[src/rtl/game_pkg.sv]
// Shared constants and encodings for the block-tracking game logic.
package game_pkg;

    localparam int unsigned N_BLOCKS      = 50;
    localparam logic [3:0]  INIT_HEALTH   = 4'd3;
    localparam logic [7:0]  INVULN_FRAMES = 8'd60;

    typedef enum logic [1:0] {
        ST_IDLE = 2'd0,
        ST_PLAY = 2'd1,
        ST_DONE = 2'd2
    } state_e;

    // Downstream game_state encoding; a simultaneous win and loss resolves to GS_WIN there.
    typedef enum logic [1:0] {
        GS_IDLE = 2'b00,
        GS_PLAY = 2'b01,
        GS_WIN  = 2'b11,
        GS_LOSE = 2'b10
    } game_state_e;

endpackage

[src/rtl/invuln_timer.sv]
// Damage-immunity countdown: loads on damage, counts frames down to zero, busy while nonzero.
module invuln_timer #(
    parameter logic [7:0] LOAD_VAL = game_pkg::INVULN_FRAMES
) (
    input  logic clk,
    input  logic reset_n,
    input  logic clear,
    input  logic load,
    input  logic tick,
    output logic busy
);

    logic [7:0] r_count;

    // NOTE: every flop is written with <= so all registers sample pre-edge values together.
    always_ff @(posedge clk or negedge reset_n) begin
        if (!reset_n) begin
            r_count <= '0;
        end else if (clear) begin
            r_count <= '0;
        end else if (load) begin
            // A load on the same cycle as a frame tick wins over the decrement.
            r_count <= LOAD_VAL;
        end else if (tick && (r_count != 8'd0)) begin
            r_count <= r_count - 8'd1;
        end
    end

    assign busy = (r_count != 8'd0);

endmodule

[src/rtl/block_tracker.sv]
// Tracks which level blocks the player has touched, remaining health and the damage-immunity window.
module block_tracker #(
    parameter int unsigned N_BLOCKS      = game_pkg::N_BLOCKS,
    parameter logic [3:0]  INIT_HEALTH   = game_pkg::INIT_HEALTH,
    parameter logic [7:0]  INVULN_FRAMES = game_pkg::INVULN_FRAMES
) (
    input  logic                clk,
    input  logic                reset_n,
    input  logic                start,
    input  logic                frame_tick,
    input  logic                hit_valid,
    input  logic [5:0]          hit_idx,
    input  logic                dmg,
    output logic [N_BLOCKS-1:0] bk_touched,
    output logic [3:0]          health,
    output logic [5:0]          touched_cnt,
    output logic                hit_new,
    output logic                idx_err,
    output logic                invuln
);

    import game_pkg::*;

    localparam logic [6:0]          LP_N_IDX = 7'(N_BLOCKS);
    localparam logic [5:0]          LP_N_CNT = 6'(N_BLOCKS);
    localparam logic [N_BLOCKS-1:0] LP_ONE   = {{(N_BLOCKS-1){1'b0}}, 1'b1};

    state_e              r_state;
    logic [N_BLOCKS-1:0] r_bk_touched;
    logic [3:0]          r_health;
    logic [5:0]          r_touched_cnt;
    logic                r_hit_new;
    logic                r_idx_err;

    logic                w_play;
    logic                w_idx_ok;
    logic [N_BLOCKS-1:0] w_hit_mask;
    logic                w_hit_fresh;
    logic                w_busy;
    logic                w_dmg_take;
    logic                w_restart;
    logic [N_BLOCKS-1:0] w_bk_next;
    logic [5:0]          w_cnt_next;
    logic [3:0]          w_health_next;
    logic                w_game_over;

    assign w_play      = (r_state == ST_PLAY);
    assign w_idx_ok    = ({1'b0, hit_idx} < LP_N_IDX);
    assign w_hit_mask  = LP_ONE << hit_idx;
    assign w_hit_fresh = w_play && hit_valid && w_idx_ok && ((r_bk_touched & w_hit_mask) == '0);
    assign w_dmg_take  = w_play && dmg && !w_busy && (r_health != 4'd0);
    assign w_restart   = start && !w_play;

    assign w_bk_next     = w_hit_fresh ? (r_bk_touched | w_hit_mask) : r_bk_touched;
    assign w_cnt_next    = r_touched_cnt + 6'(w_hit_fresh);
    assign w_health_next = r_health - 4'(w_dmg_take);
    // Win and loss on the same edge both stay visible; downstream decides the priority.
    assign w_game_over   = (w_cnt_next == LP_N_CNT) || (w_health_next == 4'd0);

    invuln_timer #(
        .LOAD_VAL (INVULN_FRAMES)
    ) u_invuln_timer (
        .clk     (clk),
        .reset_n (reset_n),
        .clear   (w_restart),
        .load    (w_dmg_take),
        .tick    (frame_tick && w_play),
        .busy    (w_busy)
    );

    // NOTE: bk_touched is a plain flop vector, not a memory, so it takes the async reset with the rest.
    always_ff @(posedge clk or negedge reset_n) begin
        if (!reset_n) begin
            r_state       <= ST_IDLE;
            r_bk_touched  <= '0;
            r_health      <= INIT_HEALTH;
            r_touched_cnt <= '0;
            r_hit_new     <= 1'b0;
            r_idx_err     <= 1'b0;
        end else begin
            r_hit_new <= w_hit_fresh;
            r_idx_err <= hit_valid && !w_idx_ok;
            case (r_state)
                ST_IDLE: begin
                    if (start) begin
                        r_state <= ST_PLAY;
                    end
                end
                ST_PLAY: begin
                    r_bk_touched  <= w_bk_next;
                    r_touched_cnt <= w_cnt_next;
                    r_health      <= w_health_next;
                    if (w_game_over) begin
                        r_state <= ST_DONE;
                    end
                end
                ST_DONE: begin
                    if (start) begin
                        r_bk_touched  <= '0;
                        r_touched_cnt <= '0;
                        r_health      <= INIT_HEALTH;
                        r_state       <= ST_PLAY;
                    end
                end
                default: begin
                    r_state <= ST_IDLE;
                end
            endcase
        end
    end

    assign bk_touched  = r_bk_touched;
    assign health      = r_health;
    assign touched_cnt = r_touched_cnt;
    assign hit_new     = r_hit_new;
    assign idx_err     = r_idx_err;
    assign invuln      = w_busy;

endmodule

[config.mk]
export PLATFORM = sky130hd
export DESIGN_NAME = block_tracker
export DESIGN_NICKNAME = d
export VERILOG_FILES = /design/src/rtl/game_pkg.sv /design/src/rtl/invuln_timer.sv /design/src/rtl/block_tracker.sv
export SDC_FILE = /design/constraint.sdc
export NUM_CORES = 1
export LEC_CHECK = 0
export BUFFER_PORTS_ARGS = -buffer_cell sky130_fd_sc_hd__buf_2
export CAP_MARGIN = 40
export CORE_MARGIN = 2
export CORE_UTILIZATION = 50
export CTS_CLUSTER_SIZE = 24
export DETAILED_ROUTE_END_ITERATION = 8
export PLACE_DENSITY = 0.83
export REMOVE_ABC_BUFFERS = 1
export SLEW_MARGIN = 20
export SYNTH_ARGS = -nofsm -noshare
export SYNTH_HDL_FRONTEND = slang
export SYNTH_SLANG_ARGS = --single-unit
[constraint.sdc]
create_clock -name clk -period 3.24 [get_ports clk]
set_clock_uncertainty 0.2 [all_clocks]
set_input_delay 0.162 -clock clk [delete_from_list [all_inputs] [get_ports clk]]
set_output_delay 0.162 -clock clk [all_outputs]
set_load 0.01 [all_outputs]
# Word level (Yosys, flattened, before mapping)
# Cells that the tools add are included.
[classes]
addsub = 3
magnitude_cmp = 1
eq_ne = 7
n_shift = 1
n_mux = 13
n_bitwise = 2
reduce_logical = 25
[ops]
columns = ["operator", "count"]
rows = [
  ["$mux W50", 2],
  ["$pmux W50 S2", 1],
  ["$and A50 B50 Y50", 1],
  ["$logic_not A50 Y1", 1],
  ["$or A50 B50 Y50", 1],
  ["$shl A1 B6 Y50 const A", 1],
  ["$mux W8", 3],
  ["$pmux W6 S2", 1],
  ["$logic_and A1 B1 Y1", 10],
  ["$pmux W4 S2", 1],
  ["$reduce_bool A8 Y1", 1],
  ["$sub A8 B1 Y8 const B", 1],
  ["$add A6 B1 Y6", 1],
  ["$eq A6 B6 Y1 const B", 1],
  ["$lt A6 B6 Y1 const B", 1],
  ["$mux W6", 1],
  ["$ne A2 B1 Y1 const B", 3],
  ["$logic_not A4 Y1", 1],
  ["$mux W2", 2],
  ["$mux W4", 1],
  ["$pmux W2 S2", 1],
  ["$reduce_and A2 Y1", 2],
  ["$reduce_bool A4 Y1", 1],
  ["$sub A4 B1 Y4", 1],
  ["10 further kinds", 12],
]
[word_totals]
reg_bits = 72
output_inout_bits = 63

# Longest topological paths before layout
[depth]
depth_word = 9
ltp_mapped = 17
ltp_nobuf = 13

# Hierarchy
# Synthesis repeated with hierarchy kept, for this count alone.
[hier_totals]
cells_unflattened = 410
hier_area_um2 = 4081.4
[by_module_without_submodules]
columns = ["module", "instances", "cells_each", "area_each_um2", "seq_area_each_um2"]
rows = [
  ["block_tracker", 1, 359, 3616.0, 1604.0],
  ["invuln_timer", 1, 51, 465.4, 200.2],
]

# Worst setup path after synthesis
# OpenSTA, ideal clock, no wires.
[synth_path]
path_type = "register -> register"
start = "reg r_state[1]"
end = "reg r_state[0]"
setup_ns = 0.118
arrival_ns = 2.995
required_time_ns = 2.922
path_slack_ns = -0.073
stages_incl_launch_ff = 16
n_path_buf = 3
path_cell_list = "dfrtp_1 nor2b_1 buf_4 nand2_1 a311oi_2 o2111ai_2 or2_4 buf_12 buf_12 nor3_1 ha_1 and3_1 and3_1 xnor2_1 o41a_1 a21o_1"
[synth_via]
elab_chain_cells = 9
word_cells_on_any_way = 19
classes_between = "2 x add/sub; 5 x eq/ne; 1 x mux; 11 x reduce/logical"
[synth_rtl]
columns = ["element", "line", "rtl"]
rows = [
  ["start: declaration", "block_tracker.sv:28", "state_e r_state;"],
  ["start signal: assignment", "block_tracker.sv:74", "r_state <= ST_IDLE;"],
  ["start signal: assignment", "block_tracker.sv:86", "r_state <= ST_PLAY;"],
  ["start signal: assignment", "block_tracker.sv:94", "r_state <= ST_DONE;"],
  ["$eq A2 B1 Y1", "block_tracker.sv:47", "assign w_play = (r_state == ST_PLAY);"],
  ["$logic_and A1 B1 Y1 (3 in a row)", "block_tracker.sv:50", "assign w_hit_fresh = w_play && hit_valid && w_idx_ok && ((r_bk_touched & w_hit_mask) == '0);"],
  ["via w_hit_fresh", "block_tracker.sv:38", "logic w_hit_fresh;"],
  ["$add A6 B1 Y6", "block_tracker.sv:55", "assign w_cnt_next = r_touched_cnt + 6'(w_hit_fresh);"],
  ["$eq A6 B6 Y1", "block_tracker.sv:58", "assign w_game_over = (w_cnt_next == LP_N_CNT) || (w_health_next == 4'd0);"],
  ["$logic_or A1 B1 Y1", "block_tracker.sv:58", ""],
  ["$ne A2 B1 Y1 (no line)", "n/a", ""],
  ["$reduce_and A2 Y1 (no line)", "n/a", ""],
]
# The timed path passes the listed nets, and every way through them passes these cells.
# A chain may end at the register's enable or synchronous reset.

# Worst setup path in the final report
[layout_path]
start = "reg r_state[0]"
end = "reg r_state[0]"
# The elaborated chain is that of the path after synthesis.

==> results.md <==
* Outcome: complete, no violations
* Fin crit period at 3120 ps
* Routability Congestion at 0.974
* Setup-failing EPs final at 0
* Port Buf Inserts at 74
* Core Region at between 8000 and 9000 µm²
* Worst skew pair latency at 350 ps
* CTS buffer count at 9
* Final net count at 553
* I/O pins at 75
* Yosys top cell by area: dfrtp_1
* Remaining antenna violation count at 0
* Worst setup path startpoint: r_state[0]
* Synth warn at 0
* Share of the synthesized area in the top cell type at 41.7%
* Worst min path class: input port to flop
* Total Neg Setup Slack at 0 ps
* Syn avg cell area at 9.70 µm²
* Post-synth ARST share at 100%
* Lkg Pwr at between 0.002 and 0.0025 µW
* Die Ht at roughly 96 µm
* Total gr overflow at 0
* Synth area leaders: dfrtp_1 (42%), o21a_1 (4.8%), nor2_1 (4.2%)
* Kind of critical path: flop to flop
* Worst endpoint required time at 3280 ps
* Type of origin of the critical path: flop
* Mapped Area at 4200 µm²
* Initial antenna violation count at 0
* Clock sinks at 72
* Drt initial violations at 317
* Count of final hold-check violations at 0
* CP Capture Type: flop
* Initial core utilization at between 50% and 60%
* 1st-pass router iterations at 6
* WP data arrival at roughly 3200 ps
* Placement Cell Area at 4800 µm²
* # fillers at 697
* Post-synth EDFFs at 0
* Synth Flop Type: dfrtp_1
* R2R setup slack at 120 ps
* R2R Path Start: r_state[0]
* TritonCTS clock tree: done
* Synth unique cells at 74
* HP Start: dmg
* Worst-path clk slew at approximately 70 ps
* Area growth syn-to-layout at 21.4%
* WL per Instance at 17.4 µm
* Bufs on Longest Clock Path at 2
* Flops & latches, synth at 72
* Max Slew Vio Count at 0
* Total GRT Usage at about a quarter
* Die area at 9150 µm²
* Period utilization at a little over nine tenths
* Cells after Synth at 433
* Max FO, Critical Path at 4
* DPL Wire Length at 8280 µm
* Ant diodes at 0
* Width of the chip at 95.7 µm
* DRC at 0
* Via density at ~6.1
* Maximum clock frequency at 0.321 GHz
* Hold Path Stages at 5
* FP Rows at 33
* Sequential element share of the synthesized area at 42.9%
* RR Endpoint: r_state[0]
* R2R depth at 12
* Pwr per Cell Area at between 500 and 600 nW/µm²
* Min-Delay Endpoint: u_invuln_timer.r_count[5]
* First-pass GRT wire length at ~18,000 µm
* Max_slew headroom at between 50% and 60%
* Vias in the first global route at 3,784
* H-tree depth at 3
* Largest net degree at the start of global routing at roughly 40
* Share of layout cells above drive strength 1 at a little under a third
* Clk Tree Root Cell: clkbuf_8
* VDD IR-drop max at approximately 0.44 mV
* Vias at 3,912
* WL final at 11,200 µm
* Slew at the pin with the worst max-slew slack at 614 ps
* Max-Cap Viols at 0
* Final Cell Area at 5100 µm²
placed cells by master (no fill, tap or decap), types with 8 or more instances in the layout:
cell type	count
buf_2	74
o21ai_0	15
nand3_1	13
o21a_1	27
inv_1	10
buf_4	46
dfrtp_1	70
nor4_1	17
nor2_1	47
a21oi_1	10
and3_1	11
a31oi_1	19
nand2_1	36
clkbuf_8	11
nor3_1	8
through the flow:
step                total power [µW]  utilization [%]  hold WS (ps)  std cells  worst slack (ps)
floorplan                       1750                -          -334        400              -133
global placement                2130             58.7          64.4        624              63.4
detailed placement              2170             58.7          68.2        624             -64.4
CTS                             2900             61.6          68.5        643              20.2
global route                    3120             62.4           113        646             -27.3
finish                          2930             62.4          97.5        646               123
worst max-delay path, cell delays in order, from the launching register on:
cell and delay, ps:
dfrtp_1 430, nor2b_4 210, nand2_1 70, a311oi_2 260, o2111ai_2 160, or2_4 270
nor3_4 220, ha_2 230, and3_1 190, and3_1 210, xnor2_1 70, o41a_1 330
a21o_1 170
area by class of cell:
| cell class | instances | area (µm²) | share of cell area (%) |
|---|---|---|---|
| clock inverter | 3 | 40.0 | 0.785 |
| clock buffer | 13 | 159 | 3.11 |
| inverter | 10 | 37.5 | 0.736 |
| tap | 105 | 131 | 2.57 |
| sequential | 72 | 1800 | 35.4 |
| multi-input combinational | 318 | 2140 | 42.0 |
| timing repair buffer | 125 | 786 | 15.4 |
routing by layer:
metal | track usage (%) | vias up | wire [µm]
met5 | 0 | - | 0
met4 | 9.52 | 0 | 163
met3 | 6.17 | 17 | 1050
met2 | 42.8 | 198 | 5530
met1 | 33.5 | 1888 | 4500
li1 | - | 1809 | -
synth_stat cells, drive strengths merged (11+ instances only):
master	count
dfrtp	70
nor2	47
nand2	37
o21a	27
nor4	25
buf	22
o21ai	20
a31oi	19
nor3	14
nand3	13
and3	11
how the worst max path moves through the flow:
stage	to	slack, ps	cells after the start
2_1_floorplan	r_state[0]	-130	12
3_3_place_gp	r_state[0]	60	13
3_5_place_dp	r_state[0]	-60	12
4_1_cts	r_state[0]	20	12
5_1_grt	r_state[0]	-30	12
6_report	r_state[0]	120	12
what timing repair did:
item	4_1_cts	5_1_grt
resized for setup	1	7
setup buffers	0	2
hold buffers	3	0
endpoints found under the setup margin	2	3
endpoints found under the hold margin	35	0
power by group:
group | switching, µW | internal (µW)
clock network | 321 | 396
registers | 138 | 1040
logic | 613 | 421
state kept, by name, summed over array words and instances, names as in the netlist:
name and count:
bk_touched 50, health 4, hit_new 1, idx_err 1
r_state 2, touched_cnt 6, u_invuln_timer.r_count 8
cell families after synthesis:
family                   share of synthesized area, %
buffers and inverters                            6.97
AO/OA/AOI/OAI                                    19.3
multiplexers                                     2.20
XOR/XNOR                                         1.46
flip-flops                                       42.9
adder cells (fa/ha/maj)                          1.49
AND/OR/NAND/NOR                                  25.7
No activity file was read; power rests on OpenSTA's default activity.
